==> config.mk <==
export PLATFORM = sky130hd
export DESIGN_NAME = memory_access_controller
export DESIGN_NICKNAME = d
export VERILOG_FILES = /design/src/rtl/memory_access_controller.sv
export SDC_FILE = /design/constraint.sdc
export NUM_CORES = 1
export LEC_CHECK = 0
export CAP_MARGIN = 10
export CORE_UTILIZATION = 44
export CTS_BUF_LIST = sky130_fd_sc_hd__clkbuf_8
export DETAILED_ROUTE_END_ITERATION = 16
export GPL_ROUTABILITY_DRIVEN = 0
export GPL_TIMING_DRIVEN = 1
export PLACE_DENSITY = 0.82
export RECOVER_POWER = 25
export SKIP_CTS_REPAIR_TIMING = 1
export SLEW_MARGIN = 20
export SYNTH_ARGS = -nofsm -noshare
export SYNTH_HDL_FRONTEND = slang
export SYNTH_SLANG_ARGS = --single-unit
==> constraint.sdc <==
create_clock -name clk -period 1.8 [get_ports clk]
set_input_delay 0.27 -clock clk [delete_from_list [all_inputs] [get_ports clk]]
set_output_delay 0.27 -clock clk [all_outputs]
set_load 0.01 [all_outputs]
==> src/rtl/memory_access_controller.sv <==
// Burst memory access controller: accepts read/write burst commands and sequences
// single-word RAM accesses (address load, write strobe, read enable) beat by beat.
module memory_access_controller #(
   parameter int SIZE = 8
) (
   input  logic            clk,
   input  logic            reset,
   // command channel
   input  logic            cmd_valid,
   output logic            cmd_ready,
   input  logic            cmd_write,
   input  logic [SIZE-1:0] cmd_addr,
   input  logic [3:0]      cmd_len,
   // write data channel
   input  logic            wdata_valid,
   output logic            wdata_ready,
   input  logic [SIZE-1:0] wdata,
   // read data channel
   output logic            rdata_valid,
   input  logic            rdata_ready,
   output logic [SIZE-1:0] rdata,
   output logic            done,
   // RAM side
   output logic [SIZE-1:0] mem_address,
   output logic            mem_set_address,
   output logic            mem_set,
   output logic            mem_enable,
   output logic [SIZE-1:0] mem_data_in,
   input  logic [SIZE-1:0] mem_data_out
);

   typedef enum logic [2:0] {
      IDLE,
      LOAD,
      WRITE,
      READ,
      RESP
   } state_t;

   state_t          state;
   state_t          state_next;

   logic [SIZE-1:0] cur_addr;
   logic [3:0]      beat_cnt;
   logic [3:0]      len_q;
   logic            write_q;
   logic [SIZE-1:0] rdata_q;
   logic            done_q;

   logic            accept;
   logic            beat_done;
   logic            last_beat;

   assign accept    = cmd_valid && cmd_ready;
   assign beat_done = ((state == WRITE) && wdata_valid) ||
                      ((state == RESP)  && rdata_ready);
   assign last_beat = (beat_cnt == len_q);

   assign rdata = rdata_q;
   assign done  = done_q;

   always_ff @(posedge clk or posedge reset) begin
      if (reset) begin
         state <= IDLE;
      end else begin
         state <= state_next;
      end
   end

   // cmd_ready is gated by reset so it only rises once reset has been released
   always_comb begin
      state_next      = state;
      cmd_ready       = 1'b0;
      wdata_ready     = 1'b0;
      rdata_valid     = 1'b0;
      mem_address     = '0;
      mem_set_address = 1'b0;
      mem_set         = 1'b0;
      mem_enable      = 1'b0;
      mem_data_in     = '0;
      case (state)
         IDLE: begin
            cmd_ready = !reset;
            if (cmd_valid && !reset) begin
               state_next = LOAD;
            end
         end
         LOAD: begin
            mem_address     = cur_addr;
            mem_set_address = 1'b1;
            state_next      = write_q ? WRITE : READ;
         end
         WRITE: begin
            wdata_ready = 1'b1;
            mem_data_in = wdata;
            mem_set     = wdata_valid;
            if (wdata_valid) begin
               state_next = last_beat ? IDLE : LOAD;
            end
         end
         READ: begin
            mem_enable = 1'b1;
            state_next = RESP;
         end
         RESP: begin
            rdata_valid = 1'b1;
            if (rdata_ready) begin
               state_next = last_beat ? IDLE : LOAD;
            end
         end
         default: begin
            state_next = IDLE;
         end
      endcase
   end

   always_ff @(posedge clk or posedge reset) begin
      if (reset) begin
         cur_addr <= '0;
         beat_cnt <= '0;
         len_q    <= '0;
         write_q  <= 1'b0;
         rdata_q  <= '0;
         done_q   <= 1'b0;
      end else begin
         done_q <= beat_done && last_beat;
         if (accept) begin
            write_q  <= cmd_write;
            cur_addr <= cmd_addr;
            len_q    <= cmd_len;
            beat_cnt <= '0;
         end else if (beat_done && !last_beat) begin
            cur_addr <= cur_addr + 1'b1;
            beat_cnt <= beat_cnt + 1'b1;
         end
         if (state == READ) begin
            rdata_q <= mem_data_out;
         end
      end
   end

endmodule

==> results.yml <==
outcome:
  status: "finished clean"
timing:
  finalCritPeriodShare: 0.996
  maxSlewViolCount: 0
  hold_viol: 0
  fmax_ghz: 0.558
  grt_setup_unrepaired: "yes"
  worstMarginPinSlew_ns: 0.643
  setup_violations: 0
  finalClockSkew_ns: 0.0160
  fin_hold_ws_ns: 0.481
  relSlewSlack: 0.572
  period_needed_ns: 1.79
setup_path:
  required_ns: 2.01
  cp_max_fo: 7
  critPathKind: "reg2reg"
  start_kind: "flip-flop"
  endpoint_kind: "flip-flop"
  arrival_ns: 2.01
clocking:
  h-tree-depth: 2
  cts_buffer_depth: 2
  tritoncts: "yes"
  clk_latency_ns: 0.30
  clkTransAtPathRegs_ns: 0.08
  root_buffer: "clkbuf_8"
  cts-buffers-inserted: 5
  cts_num_sinks: 29
floorplanning:
  dieHeight_um: 61.7
  ios: 65
  initial_core_util: 0.466
  die_w_um: 61.7
  core-area_um2: 3360
  design.die.area_um2: 3800
  row_count: 21
layout:
  layout-drive-gt1-share: 0.155
  area_growth_pct: 66.5
  fill_cells: 240
  fin_nets: 299
  final_cells: 310
  antenna_cells: 0
grt:
  grt_use_total: 0.234
  antenna_found_initial: 0
  grt_pass1_wl_um: 6300
  overflow: 0
  grt_pass1_vias: 1443
  grt_max_degree: 22
logic_synthesis:
  synth.most_common_cell: "nand2_1"
  synth_top_family_by_area: "simple AND/OR/NAND/NOR gates"
  ys_async_sr_fraction: 1.00
  muxShareOfSynthArea: 0.0128
  synthXorXnorAreaFrac: 0.0224
  synth-seq-cells: 29
  synth_edf_count: 0
  synthCells: 180
  syn_area_um2: 1570
  synth_common_cells: "nand2_1 (44), dfrtp_1 (29), and2_1 (18), nor2_1 (9), nand3_1 (8)"
  yosys.area_share.simple: 0.330
  synth_top_area_share: 0.463
  ys_warn_count: 0
  synth_fa_ha_area_frac: 0.0160
  ys.flop_type: "dfrtp_1"
  synth_compound_area_frac: 0.113
  yosysSeqAreaShare: 0.463
  synth.avg_cell_area_um2: 8.70
  yosys.area.top_type: "dfrtp_1"
  synthTopCellsByArea: "dfrtp_1 (46%), nand2_1 (11%), and2_1 (7.2%), or4_1 (2.9%), a31oi_1 (2.8%)"
  yosysUniqueCellTypes: 35
  synth_nets: 216
flow_run:
  maxCapViolCount: 0
pwr:
  p_seq_frac: 0.304
  swShare: 0.409
  p_int_uw: 2370
  power.leakage_uw: 0.00146
  p_switching_uw: 1640
  p_comb_frac: 0.560
  vdd_drop_max_v: 0.00105
  power_frac_clock: 0.136
  total_power_uw: 4010
  p_per_area_nw_per_um2: 1540
routing:
  vias_per_cell: 5.40
  vias: 1673
  avgRoutedWirePerCell_um: 15.6
  postRouteAntennaNets: 0
  drt_first_pass_iters: 4
  first_iter_violations: 52
  drt-total-wl_um: 4840
  post-route-drc-count: 0
worst_hold_path:
  hp-class: "reg2reg"
place:
  dp_hpwl_um: 3200
  place_inst: 298
  port_buffers: 64
[layout by cell type, fill, tap and decap left out, types with 2 or more instances in the layout]
master / count
nand2_1: 44
clkdlybuf4s50_1: 41
dfrtp_1: 28
dlymetal6s2s_1: 22
and2_1: 18
buf_4: 14
nand3_1: 8
nor2_1: 8
a31oi_1: 7
o21ai_0: 6
inv_1: 5
o31ai_1: 5
clkbuf_8: 5
buf_6: 5
xnor2_1: 4
or4_1: 4
a21oi_1: 3
nand4_1: 2
nor3b_4: 2
or4_4: 2
mux2i_1: 2
or3_1: 2
ha_1: 2
clkinv_2: 2
clkbuf_1: 2
[path summary, 6_finish.rpt]
path / startpoint / to / slack [ns] / cells past startpoint
setup / recovery: state[0]$_DFFE_PP0P_ / cur_addr[7]$_DFFE_PP0P_ / 0.007 / 7
hold / removal: rdata[3]$_DFFE_PP0P_ / rdata[3]$_DFFE_PP0P_ / 0.48 / 2
setup reg to reg: state[0]$_DFFE_PP0P_ / cur_addr[7]$_DFFE_PP0P_ / 0.007 / 7
hold reg to reg: rdata[3]$_DFFE_PP0P_ / rdata[3]$_DFFE_PP0P_ / 0.48 / 2
max in group asynchronous: reset / beat_cnt[0]$_DFFE_PP0P_ / 0.36 / 3
min in group asynchronous: reset / rdata[4]$_DFFE_PP0P_ / 0.50 / 2
[stage by stage]
stage	setup TNS, ns	instance area, um2	util	worst slack (ns)
6_report	0	2610	0.776	0.00733
5_1_grt	-0.520	2610	0.776	-0.0709
3_3_place_gp	-0.0266	2350	0.700	-0.0266
3_5_place_dp	-0.108	2350	0.700	-0.0591
4_1_cts	-6.13	2440	0.726	-0.327
2_1_floorplan	0	1570	-	0.0754
[critical path: stages (launching register included)]
cell and delay [ns]:
dfrtp_1 0.41, buf_6 0.13, nor3b_4 0.22, buf_6 0.14
a32oi_4 0.05, buf_6 0.15, or4_4 0.47, a31oi_1 0.13
[power groups by stage]
stage / registers, uW / clock network, uW / logic (uW)
2_1_floorplan: 1210 / 0 / 1070
3_3_place_gp: 1200 / 0 / 1980
3_5_place_dp: 1210 / 0 / 2040
4_1_cts: 1200 / 543 / 2040
5_1_grt: 1260 / 580 / 2450
6_report: 1220 / 544 / 2250
[state kept, by name (all words and copies together) (netlist names)]
signal	flops
beat_cnt	4
done	1
write_q	1
rdata	8
state	3
cur_addr	8
len_q	4
[cell type report]
type,instances,area (um2),area share
repair buffers,86,870,0.333
multi-input cells,135,846,0.324
flip-flops and latches,29,727,0.279
clock buffers,5,68.8,0.0264
well taps,46,57.6,0.0221
inverters,6,22.5,0.00863
clock inverters,3,17.5,0.00671
[per-layer routing]
metal	vias to the layer above	track usage	part of all wire	wire length, um
li1	787	-	-	-
met1	801	0.273	0.38	1820
met2	69	0.412	0.51	2460
met3	16	0.0630	0.072	349
met4	0	0.0889	0.042	204
met5	-	0	0	0
[kinds of logic (layout without fill, tap and decap cells)]
kind of cell	after synthesis	count (layout)
buffers and inverters	16	100
adders and majority gates	2	2
DFF	29	29
xor gates and xnor gates	4	4
and+or+nand+nor	100	100
AOI/OAI and AO/OA	27	27
muxes	2	2
No activity file was read; power rests on OpenSTA's default activity.
